$ cat src/rtl/clint_responder_if.sv
// Data-memory bus between the core and a memory-mapped responder.
// The core drives strobes, address and write data; the responder returns read data and hit.
interface clint_responder_if;
   logic        mem_read;
   logic        mem_write;
   logic [31:0] data_adr;
   logic [31:0] data_out;
   logic [31:0] rd_data;
   logic        hit;

   modport master (
      output mem_read, mem_write, data_adr, data_out,
      input  rd_data, hit
   );

   modport slave (
      input  mem_read, mem_write, data_adr, data_out,
      output rd_data, hit
   );
endinterface

$ cat src/rtl/clint_responder.sv
// Core-local interruptor: mtime/mtimecmp/msip registers on the data bus.
// Reads are combinational so they complete inside the core's single-cycle memory stage.
module clint_responder #(
   parameter logic [31:0] BASE_ADDR = 32'h0200_0000,
   parameter int          PRESCALE  = 1
) (
   input  logic               clk,
   input  logic               rst,
   clint_responder_if.slave   bus,
   output logic               machineTimerInterrupt,
   output logic               machineSoftwareInterrupt
);

   localparam int            PW        = (PRESCALE > 1) ? $clog2(PRESCALE) : 1;
   localparam logic [PW-1:0] PCNT_LAST = PW'(PRESCALE - 1);

   // Word offsets (byte offset >> 2) inside the 64 KiB window.
   localparam logic [13:0] OFF_MSIP   = 14'h0000;
   localparam logic [13:0] OFF_CMP_LO = 14'h1000;
   localparam logic [13:0] OFF_MT_LO  = 14'h2FFE;
   localparam logic [13:0] OFF_MT_HI  = 14'h2FFF;

   logic [PW-1:0] pcnt_reg, pcnt_next;
   logic          tick;
   logic [63:0]   mtime_reg, mtime_next;
   logic [63:0]   mtimecmp;
   logic          msip_reg, msip_next;
   logic [13:0]   word;
   logic          hit_int;
   logic          wr_en;
   logic [31:0]   rd_mux;
   logic          unused_adr_bits;

   assign word            = bus.data_adr[15:2];
   assign unused_adr_bits = ^bus.data_adr[1:0];
   assign hit_int         = (bus.mem_read | bus.mem_write) &&
                            (bus.data_adr[31:16] == BASE_ADDR[31:16]);
   assign wr_en           = hit_int & bus.mem_write;
   assign bus.hit         = hit_int;

   // Prescaler free-runs regardless of any mtime writes.
   assign tick      = (pcnt_reg == PCNT_LAST);
   assign pcnt_next = tick ? '0 : pcnt_reg + PW'(1);

   always_comb begin
      mtime_next = mtime_reg;
      if (wr_en && word == OFF_MT_LO) begin
         mtime_next[31:0] = bus.data_out;
      end else if (wr_en && word == OFF_MT_HI) begin
         mtime_next[63:32] = bus.data_out;
      end else if (tick) begin
         mtime_next = mtime_reg + 64'd1;
      end
   end

   always_comb begin
      msip_next = msip_reg;
      if (wr_en && word == OFF_MSIP) begin
         msip_next = bus.data_out[0];
      end
   end

   always_ff @(posedge clk) begin
      if (rst) begin
         pcnt_reg  <= '0;
         mtime_reg <= '0;
         msip_reg  <= 1'b0;
      end else begin
         pcnt_reg  <= pcnt_next;
         mtime_reg <= mtime_next;
         msip_reg  <= msip_next;
      end
   end

   // The two mtimecmp halves are written independently.
   genvar gi;
   generate
      for (gi = 0; gi < 2; gi++) begin : g_cmp
         logic [31:0] half_reg;
         always_ff @(posedge clk) begin
            if (rst) begin
               half_reg <= '1;
            end else if (wr_en && word == (OFF_CMP_LO + 14'(gi))) begin
               half_reg <= bus.data_out;
            end
         end
         assign mtimecmp[gi*32 +: 32] = half_reg;
      end
   endgenerate

   always_comb begin
      rd_mux = 32'h0;
      if (hit_int && bus.mem_read) begin
         case (word)
            OFF_MSIP:              rd_mux = {31'h0, msip_reg};
            OFF_CMP_LO:            rd_mux = mtimecmp[31:0];
            OFF_CMP_LO + 14'd1:    rd_mux = mtimecmp[63:32];
            OFF_MT_LO:             rd_mux = mtime_reg[31:0];
            OFF_MT_HI:             rd_mux = mtime_reg[63:32];
            default:               rd_mux = 32'h0;
         endcase
      end
   end

   assign bus.rd_data               = rd_mux;
   assign machineTimerInterrupt     = (mtime_reg >= mtimecmp);
   assign machineSoftwareInterrupt  = msip_reg;

endmodule
$ cat src/flat_wrapper.sv
// flat-port wrapper written by rule: the top's interface ports become plain ports
module clint_responder_flat 
#(
   parameter logic [31:0] BASE_ADDR = 32'h0200_0000,
   parameter int          PRESCALE  = 1
)
  (clk, rst, machineTimerInterrupt, machineSoftwareInterrupt, bus_mem_read, bus_mem_write, bus_data_adr, bus_data_out, bus_rd_data, bus_hit);
  clint_responder_if bus_i ();
  input  logic clk;
  input  logic rst;
  output logic machineTimerInterrupt;
  output logic machineSoftwareInterrupt;
  input wire logic [$bits(bus_i.mem_read)-1:0] bus_mem_read;
  input wire logic [$bits(bus_i.mem_write)-1:0] bus_mem_write;
  input wire logic [$bits(bus_i.data_adr)-1:0] bus_data_adr;
  input wire logic [$bits(bus_i.data_out)-1:0] bus_data_out;
  output wire logic [$bits(bus_i.rd_data)-1:0] bus_rd_data;
  output wire logic [$bits(bus_i.hit)-1:0] bus_hit;
  assign bus_i.mem_read = bus_mem_read;
  assign bus_i.mem_write = bus_mem_write;
  assign bus_i.data_adr = bus_data_adr;
  assign bus_i.data_out = bus_data_out;
  assign bus_rd_data = bus_i.rd_data;
  assign bus_hit = bus_i.hit;
  clint_responder #(.BASE_ADDR(BASE_ADDR), .PRESCALE(PRESCALE)) u_core (.clk(clk), .rst(rst), .bus(bus_i), .machineTimerInterrupt(machineTimerInterrupt), .machineSoftwareInterrupt(machineSoftwareInterrupt));
endmodule
$ cat config.mk
export PLATFORM = sky130hd
export DESIGN_NAME = clint_responder_flat
export DESIGN_NICKNAME = d
export VERILOG_FILES = /design/src/rtl/clint_responder_if.sv /design/src/rtl/clint_responder.sv /design/src/flat_wrapper.sv
export SDC_FILE = /design/constraint.sdc
export NUM_CORES = 1
export LEC_CHECK = 0
export BUFFER_PORTS_ARGS = -buffer_cell sky130_fd_sc_hd__buf_2
export CORE_UTILIZATION = 25
export DETAILED_ROUTE_END_ITERATION = 16
export PLACE_DENSITY = 0.48
export SLEW_MARGIN = 40
export SYNTH_ARGS = -nofsm -noshare
export SYNTH_HDL_FRONTEND = slang
export SYNTH_SLANG_ARGS = --single-unit
$ cat constraint.sdc
create_clock -name clk -period 4.9 [get_ports clk]
set_input_delay 0.245 -clock clk [delete_from_list [all_inputs] [get_ports clk]]
set_output_delay 0.245 -clock clk [all_outputs]
set_load 0.02 [all_outputs]
==> metrics.md <==
| Metric | Value |
|---|---|
| Outcome | finished clean |
| CP dominant cell by count | a311oi_1 |
| Largest fanout of any net on the critical path | 8 |
| Critical path type | flop to output port |
| Slack of the critical path | 1400 ps |
| Power per unit of standard cell area | 234 nW/um2 |
| Post-synthesis cell type with the largest combined area | dfxtp_1 |
| Number of buffers between clock root and the deepest sink | 2 |
| Final min period | 3500 ps |
| Routability congestion estimate from global placement | 0.881 |
| Vias per Instance | 5.49 |
| Cell breakdown of the critical path | inv_1 > ha_1 > nand2b_1 > a2111o_1 > a311oi_1 > a311oi_1 > o21ai_0 > o2111ai_1 > buf_2 |
| Portion of synthesized cell area occupied by the leading cell type | 28.4% |
| Post-route ant nets | 0 |
| Total Power Consumption | 2.52 mW |
| Final setup skew | 7.50 ps |
| Number of instances in the synthesized netlist | 1,158 |
| Cell types with the largest area share after synthesis | dfxtp_1, ha_1, mux2i_1 |
| Core area | 35,800 um2 |
| Synth Net Count | 1,291 |
| Die area | 37,500 um2 |
| Post-cts gate resize count | 0 |
| Fin crit share | 71.5% |
| Starting Density | 25.6% |
| Setup slack after placement | 1750 ps |
| Horizontal die dimension | 194 um |
| DP Wirelength | 24.9 mm |
| Maximum number of pins on one net before global-route repair | 51 |
| Critical Path End Type | output port |
| Clock tree from TritonCTS | yes |
| Count of cell types in the netlist | 73 |
| Cell leakage power | 4.71 nW |
| H-tree levels | 4 |
| Yosys warns | 0 |
| Required time reported for the critical path endpoint | 4660 ps |
| Final routed DRC violation total | 0 |
| Final net count | 1,352 |
| Mean routed wirelength per cell | 20.3 um |
| Clk sink count | 130 |
| Number of endpoints failing setup at the final stage | 0 |
| Number of flops mapped to enable cells by yosys | 0 |
| Number of antenna violations at the first check in global routing | 0 |
| Sum of overflow across all layers after global routing | 0 |
| Max-cap violations | 0 |
| Number of buffers created by CTS | 17 |
| Critical path buffer and inverter count | 2 |
| Port bufs | 100 |
| Mean instance size in the synthesized netlist | 7.92 um2 |
| VDD IR-drop max | 199 uV |
| Summed instance area of the synthesized netlist | 9170 um2 |
| Diode count | 0 |
| Insertion delay to the later sink of the worst-skew pair | 430 ps |
| Hold Violations, Final | 0 |
| CTS hold repair buffers | 0 |
| DR iter-0 viols | 829 |
| Flip-flop and latch count after synthesis | 130 |
| Worst slew pin tran | 823 ps |
| Slowest Stage Delay on Critical Path | 490 ps |
| Via count of the first global-routing pass | 9,094 |
| Postcts setup bufs | 0 |
| Endpoint arrival time on the critical path | 3260 ps |
| Sequential area share after synthesis | 28.4% |
| Worst slew margin relative to its limit | 45.2% |
| Unrepaired setup endpoints after global routing | false |
| Largest delay share family, worst path | compound AO/OA/AOI/OAI gates |
| HP Class | primary input to flop |
| Number of optimization iterations in the first detailed-route pass | 5 |
| Number of top-level design ports | 103 |
| Number of placement rows | 69 |
| Startpoint class of the critical path | flop |
| Proportion of synthesized flip-flops having asynchronous set or reset | 0% |
| Critical path's slowest cell | dfxtp_1 |
| Tot GR Track Use | 18.4% |
| Syn-to-layout area delta | 17.0% |
| Max Transition Viols Final | 0 |
| Worst-path clk slew | 60 ps |
| Vias after detailed routing | 9,289 |
| Routed Wire Length | 34.4 mm |
| Die height | 194 um |
| Share of post-route cells with drive strength above 1 | 15.0% |
| Global-route wire length before repair | 54.3 mm |
| Maximum clock rate | 286 MHz |
| Setup Total Neg Slack | 0 ps |
| Flip-flop cell with the highest count after synthesis | dfxtp_1 |
| CTS Root Cell | clkbuf_16 |
-- final cells by class --
class	count	area, um2
fillers	3863	25100
multi-input cells	878	6050
flip-flops and latches	130	2600
repair buffers	120	653
well taps	461	577
clock buffers	21	470
inverters	72	270
clock inverters	10	109
-- synth_stat cells, drive strengths merged (4+ instances only) --
library cell,number
a32o,5
nor4b,4
a31oi,15
and2,44
or3,11
and4,18
a311oi,7
ha,65
inv,71
and3,16
a221oi,4
mux2i,67
nor4,30
nand4,43
o22ai,37
or4,4
a21oi,65
nand2,133
a32oi,4
o211ai,69
nand2b,4
clkbuf,55
o31ai,11
buf,23
nor2,44
nor3,26
a21o,15
dfxtp,130
a211oi,10
nand3,31
o21ai,49
-- cell usage in the layout, fill, tap and decap left out, types with 5 or more instances in the layout --
cell / Yosys / final
o22ai_1: 37 / 37
a21o_1: 15 / 15
nand2_1: 132 / 132
buf_4: 0 / 21
o21ai_0: 42 / 42
nor4_2: 6 / 5
a21oi_1: 65 / 63
clkinv_2: 0 / 5
nand4_1: 40 / 40
nor2_1: 43 / 43
a31oi_1: 15 / 15
o31ai_1: 9 / 9
and3_1: 16 / 16
ha_1: 65 / 65
and2_1: 44 / 44
a311oi_1: 7 / 7
nor3_1: 21 / 21
buf_2: 16 / 99
o211ai_1: 69 / 69
inv_1: 71 / 70
or3_1: 11 / 11
nor4_1: 23 / 21
a211oi_1: 10 / 10
o21ai_1: 7 / 7
nand3_1: 30 / 29
mux2i_1: 67 / 67
dfxtp_1: 130 / 129
and4_1: 17 / 17
clkbuf_16: 0 / 17
a32o_1: 5 / 5
-- per-layer routing --
layer	vias up	track usage, %	part of all wire (%)
met2	245	29.3	46
met5	-	0	0
li1	4475	-	-
met1	4537	26.0	49
met4	0	4.95	1.5
met3	32	2.39	4.4
-- through the flow --
step	cells	hold WS [ps]	cell area (um2)	util, %
floorplan	1158	373	9170	-
global placement	1661	495	10100	28.2
detailed placement	1661	504	10100	28.3
CTS	1692	99.7	10700	29.9
global route	1692	119	10700	30.0
finish	1692	101	10700	30.0
-- logic make-up after synthesis --
logic type | count (synthesis) | share of synthesized area (%)
compound gates | 323 | 23.5
xor+xnor | 2 | 0.191
fa+ha+maj | 65 | 8.87
buf+inv | 150 | 6.37
flops | 130 | 28.4
mux | 69 | 7.56
other cells | 1 | 0.0409
simple gates | 418 | 25.1
-- tightest hold or removal path: stages --
cell     delay [ps]
buf_2           130
nand2_1          60
a21oi_1          50
-- path summary, 6_finish.rpt --
kind	start	endpoint	slack (ps)	depth (start not counted)
setup / recovery	u_core.mtime_reg[0]	machineTimerInterrupt	1400	9
hold / removal	bus_data_out[18]	u_core.mtime_reg[18]	100	3
setup reg to reg	u_core.mtime_reg[4]	u_core.mtime_reg[27]	2030	6
hold reg to reg	u_core.g_cmp[0].half_reg[0]	u_core.g_cmp[0].half_reg[0]	520	2
-- power breakdown --
part / internal, mW / total, mW / switching (mW)
sequential: 1.06 / 1.07 / 0.0107
combinational: 0.0462 / 0.139 / 0.0932
clock: 0.783 / 1.31 / 0.522
total: 1.89 / 2.52 / 0.626
Note: power is estimated with default switching activity, not from simulation.
